**src/rtl/mode_switch_ctrl.sv**
```systemverilog
// Mode switch controller: debounces a one-hot mode select, mutes the outputs
// while switching, pulses a clear into the newly chosen engine, then passes
// that engine's note/led/num/octave through a one-cycle output register.
module mode_switch_ctrl #(
  parameter int N_MODES       = 3,
  parameter int NOTE_W        = 4,
  parameter int LED_W         = 7,
  parameter int NUM_W         = 4,
  parameter int OCT_W         = 2,
  parameter int STABLE_CYCLES = 16,
  parameter int MUTE_CYCLES   = 1000
) (
  input  logic                      clk,
  input  logic                      reset,
  input  logic [N_MODES-1:0]        mode_sel,
  input  logic [N_MODES*NOTE_W-1:0] note_in,
  input  logic [N_MODES*LED_W-1:0]  led_in,
  input  logic [N_MODES*NUM_W-1:0]  num_in,
  input  logic [N_MODES*OCT_W-1:0]  oct_in,
  output logic [NOTE_W-1:0]         note_out,
  output logic [LED_W-1:0]          led_out,
  output logic [NUM_W-1:0]          num_out,
  output logic [OCT_W-1:0]          octave_out,
  output logic [N_MODES-1:0]        mode_en,
  output logic [N_MODES-1:0]        mode_clr,
  output logic [N_MODES-1:0]        active_mode,
  output logic                      busy
);

  // Counter widths leave room for the saturation value itself.
  localparam int SCW = $clog2(STABLE_CYCLES + 1);
  localparam int MCW = $clog2(MUTE_CYCLES + 1);
  localparam logic [SCW-1:0] STAB_LAST = SCW'(STABLE_CYCLES - 1);
  localparam logic [SCW-1:0] STAB_MAX  = SCW'(STABLE_CYCLES);
  localparam logic [MCW-1:0] MUTE_LAST = MCW'(MUTE_CYCLES - 1);

  typedef enum logic [1:0] {
    S_IDLE  = 2'd0,
    S_MUTE  = 2'd1,
    S_CLEAR = 2'd2,
    S_RUN   = 2'd3
  } state_t;

  typedef struct packed {
    logic [NOTE_W-1:0] note;
    logic [LED_W-1:0]  led;
    logic [NUM_W-1:0]  num;
    logic [OCT_W-1:0]  oct;
  } chan_t;

  state_t               state_q, state_d;
  logic [N_MODES-1:0]   sel_q;
  logic [SCW-1:0]       stab_cnt_q, stab_cnt_d;
  logic [MCW-1:0]       mute_cnt_q, mute_cnt_d;
  logic [N_MODES-1:0]   target_q, target_d;
  logic [N_MODES-1:0]   active_q, active_d;
  chan_t                out_q, out_d;
  chan_t                ch_sel;
  logic                 sel_valid;
  logic                 stable;
  logic                 accept;

  // Per-channel views of the flat input buses.
  logic [N_MODES-1:0][NOTE_W-1:0] note_ch;
  logic [N_MODES-1:0][LED_W-1:0]  led_ch;
  logic [N_MODES-1:0][NUM_W-1:0]  num_ch;
  logic [N_MODES-1:0][OCT_W-1:0]  oct_ch;

  for (genvar g = 0; g < N_MODES; g++) begin : g_ch
    assign note_ch[g] = note_in[g*NOTE_W +: NOTE_W];
    assign led_ch[g]  = led_in[g*LED_W +: LED_W];
    assign num_ch[g]  = num_in[g*NUM_W +: NUM_W];
    assign oct_ch[g]  = oct_in[g*OCT_W +: OCT_W];
  end

  // One-hot AND-OR mux: active_q is one-hot in RUN, so no priority is needed.
  always_comb begin
    ch_sel = '0;
    for (int i = 0; i < N_MODES; i++) begin
      if (active_q[i]) begin
        ch_sel.note = ch_sel.note | note_ch[i];
        ch_sel.led  = ch_sel.led  | led_ch[i];
        ch_sel.num  = ch_sel.num  | num_ch[i];
        ch_sel.oct  = ch_sel.oct  | oct_ch[i];
      end
    end
  end

  assign sel_valid = $onehot(sel_q);
  assign stable    = sel_valid && (stab_cnt_q == STAB_LAST);
  assign accept    = stable && (sel_q != target_q);

  // Stability counter: restarts whenever the registered select is about to change.
  always_comb begin
    stab_cnt_d = stab_cnt_q;
    if (mode_sel != sel_q)           stab_cnt_d = '0;
    else if (stab_cnt_q != STAB_MAX) stab_cnt_d = stab_cnt_q + SCW'(1);
  end

  // Next-state and output decode; outputs are silent unless staying in RUN.
  always_comb begin
    state_d    = state_q;
    target_d   = target_q;
    mute_cnt_d = mute_cnt_q;
    active_d   = active_q;
    out_d      = '{note: '0, led: '0, num: '0, oct: out_q.oct};
    busy       = 1'b0;
    mode_clr   = '0;
    mode_en    = '0;
    case (state_q)
      S_IDLE: begin
        out_d = '0;
        if (accept) begin
          target_d   = sel_q;
          mute_cnt_d = '0;
          state_d    = S_MUTE;
        end
      end
      S_MUTE: begin
        busy = 1'b1;
        if (accept) begin
          target_d   = sel_q;
          mute_cnt_d = '0;
        end else if (mute_cnt_q == MUTE_LAST) begin
          state_d = S_CLEAR;
        end else begin
          mute_cnt_d = mute_cnt_q + MCW'(1);
        end
      end
      S_CLEAR: begin
        busy     = 1'b1;
        mode_clr = target_q;
        active_d = target_q;
        state_d  = S_RUN;
      end
      S_RUN: begin
        mode_en = active_q;
        if (accept) begin
          target_d   = sel_q;
          mute_cnt_d = '0;
          state_d    = S_MUTE;
        end else begin
          out_d = ch_sel;
        end
      end
      default: state_d = S_IDLE;
    endcase
  end

  // State and datapath registers with synchronous active-low reset.
  always_ff @(posedge clk) begin
    if (!reset) begin
      state_q    <= S_IDLE;
      sel_q      <= '0;
      stab_cnt_q <= '0;
      mute_cnt_q <= '0;
      target_q   <= '0;
      active_q   <= '0;
      out_q      <= '0;
    end else begin
      state_q    <= state_d;
      sel_q      <= mode_sel;
      stab_cnt_q <= stab_cnt_d;
      mute_cnt_q <= mute_cnt_d;
      target_q   <= target_d;
      active_q   <= active_d;
      out_q      <= out_d;
    end
  end

  assign note_out    = out_q.note;
  assign led_out     = out_q.led;
  assign num_out     = out_q.num;
  assign octave_out  = out_q.oct;
  assign active_mode = active_q;

endmodule

```
**config.mk**
```make
export PLATFORM = sky130hd
export DESIGN_NAME = mode_switch_ctrl
export DESIGN_NICKNAME = d
export VERILOG_FILES = /design/src/rtl/mode_switch_ctrl.sv
export SDC_FILE = /design/constraint.sdc
export NUM_CORES = 1
export LEC_CHECK = 0
export BUFFER_PORTS_ARGS = -buffer_cell sky130_fd_sc_hd__buf_4
export CORE_MARGIN = 2
export CORE_UTILIZATION = 50
export DETAILED_ROUTE_END_ITERATION = 8
export GPL_ROUTABILITY_DRIVEN = 0
export GPL_TIMING_DRIVEN = 1
export PLACE_DENSITY = 0.78
export SLEW_MARGIN = 20
export SYNTH_ARGS = -nofsm -noshare
export SYNTH_HDL_FRONTEND = slang
export SYNTH_SLANG_ARGS = --single-unit
```
**constraint.sdc**
```tcl
create_clock -name clk -period 2.7 [get_ports clk]
set_clock_uncertainty 0.05 [all_clocks]
set_input_delay 0.27 -clock clk [delete_from_list [all_inputs] [get_ports clk]]
set_output_delay 0.27 -clock clk [all_outputs]
set_load 0.05 [all_outputs]
```
==> impl_metrics.csv <==
group,metric,value,unit
run_status,status,"complete, no violations",
worst_setup_path,worst_path_max_delay_cell,"o31ai_4",
timing,finalSetupViolCount,0,
synthesis,synth_ff_type,"dfxtp_1",
clock_network,cts_made_buffers,5,
synthesis,synth_edf_count,0,
timing,worst_slew_pin_slew,1.01,ns
worst_setup_path,crit_arrival,2.34,ns
clock_network,cts_sinks,43,
timing,tns,0,ns
global_route,grt_pass1_wl,8.54,mm
worst_setup_path,slowest_delay,0.89,ns
route,drt_pass1_iterations,4,
global_route,antenna_found_initial,0,
route,drc,0,
synthesis,synthArstFlopShare,0,%
synthesis,syn_area,0.00219,mm^2
final_layout,area_growth,33.9,%
clock_network,cts_resized,0,
synthesis,synth_area_leader_cell,"dfxtp_1",
global_route,grt-ovfl-total,0,
die,die_w,70.1,um
clock_network,clk_latency,0.29,ns
die,die_y,70.1,um
route,drt_iter0_markers,158,
worst_setup_path,crit_path_start_kind,"flip-flop",
synthesis,syn_area_per_cell,9.50,um^2
global_route,grt_pass1_vias,1812,
power,ir_drop,326,uV
worst_setup_path,crit_chain,"xor2_1 -> o31ai_4 -> nand4_4 -> o22ai_1",
route,post_drt_via_cell_ratio,5.67,
clock_network,clock_path_buffers,2,
worst_setup_path,crit_fanout,25,
die,die-area,0.00492,mm^2
die,coreArea,0.00429,mm^2
placed_design,hpwl,3.85,mm
global_route,grt_max_degree,35,
power,p_per_area,585,mW/mm^2
global_route,track_usage,21.4,%
synthesis,ys_ff_latch,43,
clock_network,cts-root-buf,"clkbuf_8",
timing,fin_crit_sh,80.3,%
die,ioPinCount,83,
worst_setup_path,worst-path-buf-inv,0,
timing,slew_headroom,32.6,%
die,start_util,50.9,%
timing,hold_viol,0,
final_layout,final.fill_count,354,
synthesis,yosysTopAreaCellShare,39.4,%
die,row_count,24,
route,routedWlPerCell,14.7,um
timing,period_minus_slack,2.17,ns
placed_design,io_buffers,82,
route,routed_wirelength,5.25,mm
synthesis,ys_seq_area_share,39.4,%
synthesis,synth_cells,230,
timing,holdWs,0.144,ns
timing,fmax,461,MHz
synthesis,synth_area_leaders,"dfxtp_1, a222oi_1, ha_1, and2_1, nor2_1",
clock_network,cts_setup_buffers,0,
final_layout,layout-drive-gt1-share,32.5,%
route,final_antenna_net_count,0,
synthesis,syn-num-nets,296,
final_layout,nets,370,
power,p_leak,1.16,nW
worst_setup_path,cp_data_required_time,2.87,ns
clock_network,ctsHoldBuffers,0,
synthesis,synth.distinct_cells,46,
worst_setup_path,setup.worst_path.end_class,"flip-flop",
clock_network,cts_tree,"yes",
timing,rsz0062_at_grt,"false",
timing,slew_violations,0,
final_layout,n_antenna_cell,0,
synthesis,ys_warn_count,0,
worst_setup_path,path_class,"reg -> reg",
worst_setup_path,cp_top_family,"compound AO/OA/AOI/OAI gates",
hold_path,min_path_type,"in -> reg",
job,max_cap_viol_count,0,
clock_network,cts.clk_slew.worst_paths,0.08,ns
clock_network,cts_max_level,2,
route,vias,2025,
final_layout,final_util,68.2,%
==> metrics by stage <==
| stage | setup WS [ns] | power (W) | area [um^2] | cells |
|---|---|---|---|---|
| after global placement | 0.578 | 0.00113 | 2800 | 349 |
| after global routing | 0.288 | 0.00180 | 2930 | 357 |
| after CTS | 0.506 | 0.00172 | 2930 | 357 |
| after floorplan | 0.575 | 0.000997 | 2190 | 230 |
| final | 0.532 | 0.00171 | 2930 | 357 |
| after detailed placement | 0.532 | 0.00114 | 2800 | 349 |
==> kinds of logic after synthesis <==
| group | after synthesis | share of synthesized area, % |
|---|---|---|
| XOR/XNOR | 9 | 3.61 |
| flip-flops | 43 | 39.4 |
| buffers and inverters | 25 | 5.15 |
| AND/OR/NAND/NOR | 85 | 22.6 |
| AO/OA/AOI/OAI | 53 | 20.9 |
| adder cells (fa/ha/maj) | 10 | 6.07 |
| multiplexers | 5 | 2.35 |
==> registers in the layout, indices dropped and copies added, names as in the netlist, 3 cells and up <==
name / cells
mute_cnt_q: 10
led_out: 7
stab_cnt_q: 5
note_out: 4
num_out: 4
active_mode: 3
sel_q: 3
target_q: 3
==> path summary, 6_finish.rpt <==
check	startpoint	end	slack [ns]	cells past startpoint
setup / recovery	sel_q[0]	octave_out[0]	0.53	4
hold / removal	mode_sel[2]	sel_q[2]	0.14	2
setup reg to reg	sel_q[0]	octave_out[0]	0.53	4
hold reg to reg	octave_out[1]	octave_out[1]	0.42	2
==> routing by layer <==
metal | routed length (um) | part of all wire, % | vias to the layer above | track usage, %
met4 | 65 | 1.2 | 0 | 5.77
met5 | 0 | 0 | - | 0
met2 | 2360 | 45 | 77 | 33.0
met3 | 404 | 7.7 | 9 | 6.20
li1 | - | - | 1022 | -
met1 | 2420 | 46 | 917 | 29.2
==> layout by cell type, fill, tap and decap left out, drive strengths merged, types with 2 or more instances in the layout <==
cell type | synthesis | final
dfxtp | 43 | 43
nor3 | 4 | 4
a21oi | 2 | 2
nor4 | 2 | 2
o31a | 2 | 2
a31oi | 3 | 3
o22ai | 4 | 4
bufinv | 0 | 2
nor2 | 18 | 18
a222oi | 17 | 17
a32oi | 2 | 2
nand2 | 14 | 14
o211ai | 6 | 6
xor2 | 4 | 4
and2 | 11 | 11
buf | 5 | 83
xnor2 | 5 | 5
ha | 9 | 9
o21a | 4 | 4
nand3 | 9 | 9
mux2i | 4 | 4
nand4 | 9 | 9
clkbuf | 11 | 6
nor2b | 9 | 9
nor4b | 2 | 2
o31ai | 5 | 5
o2111ai | 3 | 3
inv | 9 | 9
==> power by group <==
| group | switching, W | leakage (nW) | internal (W) |
|---|---|---|---|
| Sequential | 0.0000283 | 0.348 | 0.000657 |
| Clock | 0.000211 | 0.0654 | 0.000370 |
| Combinational | 0.000269 | 0.747 | 0.000178 |
| Total | 0.000509 | 1.16 | 0.00120 |
==> cell usage after synthesis, types with 2 or more instances <==
cell type   n
o2111ai_1   3
ha_1        9
nor2_1     18
inv_1       9
o22ai_1     4
buf_6       2
o211ai_1    6
o21a_1      4
nand4_1     7
xnor2_1     5
nor2b_1     9
o31ai_1     4
xor2_1      4
o31a_1      2
mux2i_1     4
nor3_1      3
nand4_4     2
nor4_1      2
a32oi_1     2
nand3_1     9
clkbuf_1   11
buf_2       3
a222oi_1   17
and2_1     11
a21oi_1     2
dfxtp_1    43
a31oi_1     3
nand2_1    14
==> cell type report <==
cell class,count,area [um^2],share of cell area (%)
Clock inverter,2,60.1,2.05
Timing Repair Buffer,83,623,21.3
Clock buffer,6,72.6,2.48
Tap cell,52,65.1,2.22
Inverter,9,33.8,1.15
Sequential cell,43,861,29.4
Multi-Input combinational cell,162,1210,41.4
(Power assumes the default switching activity.)
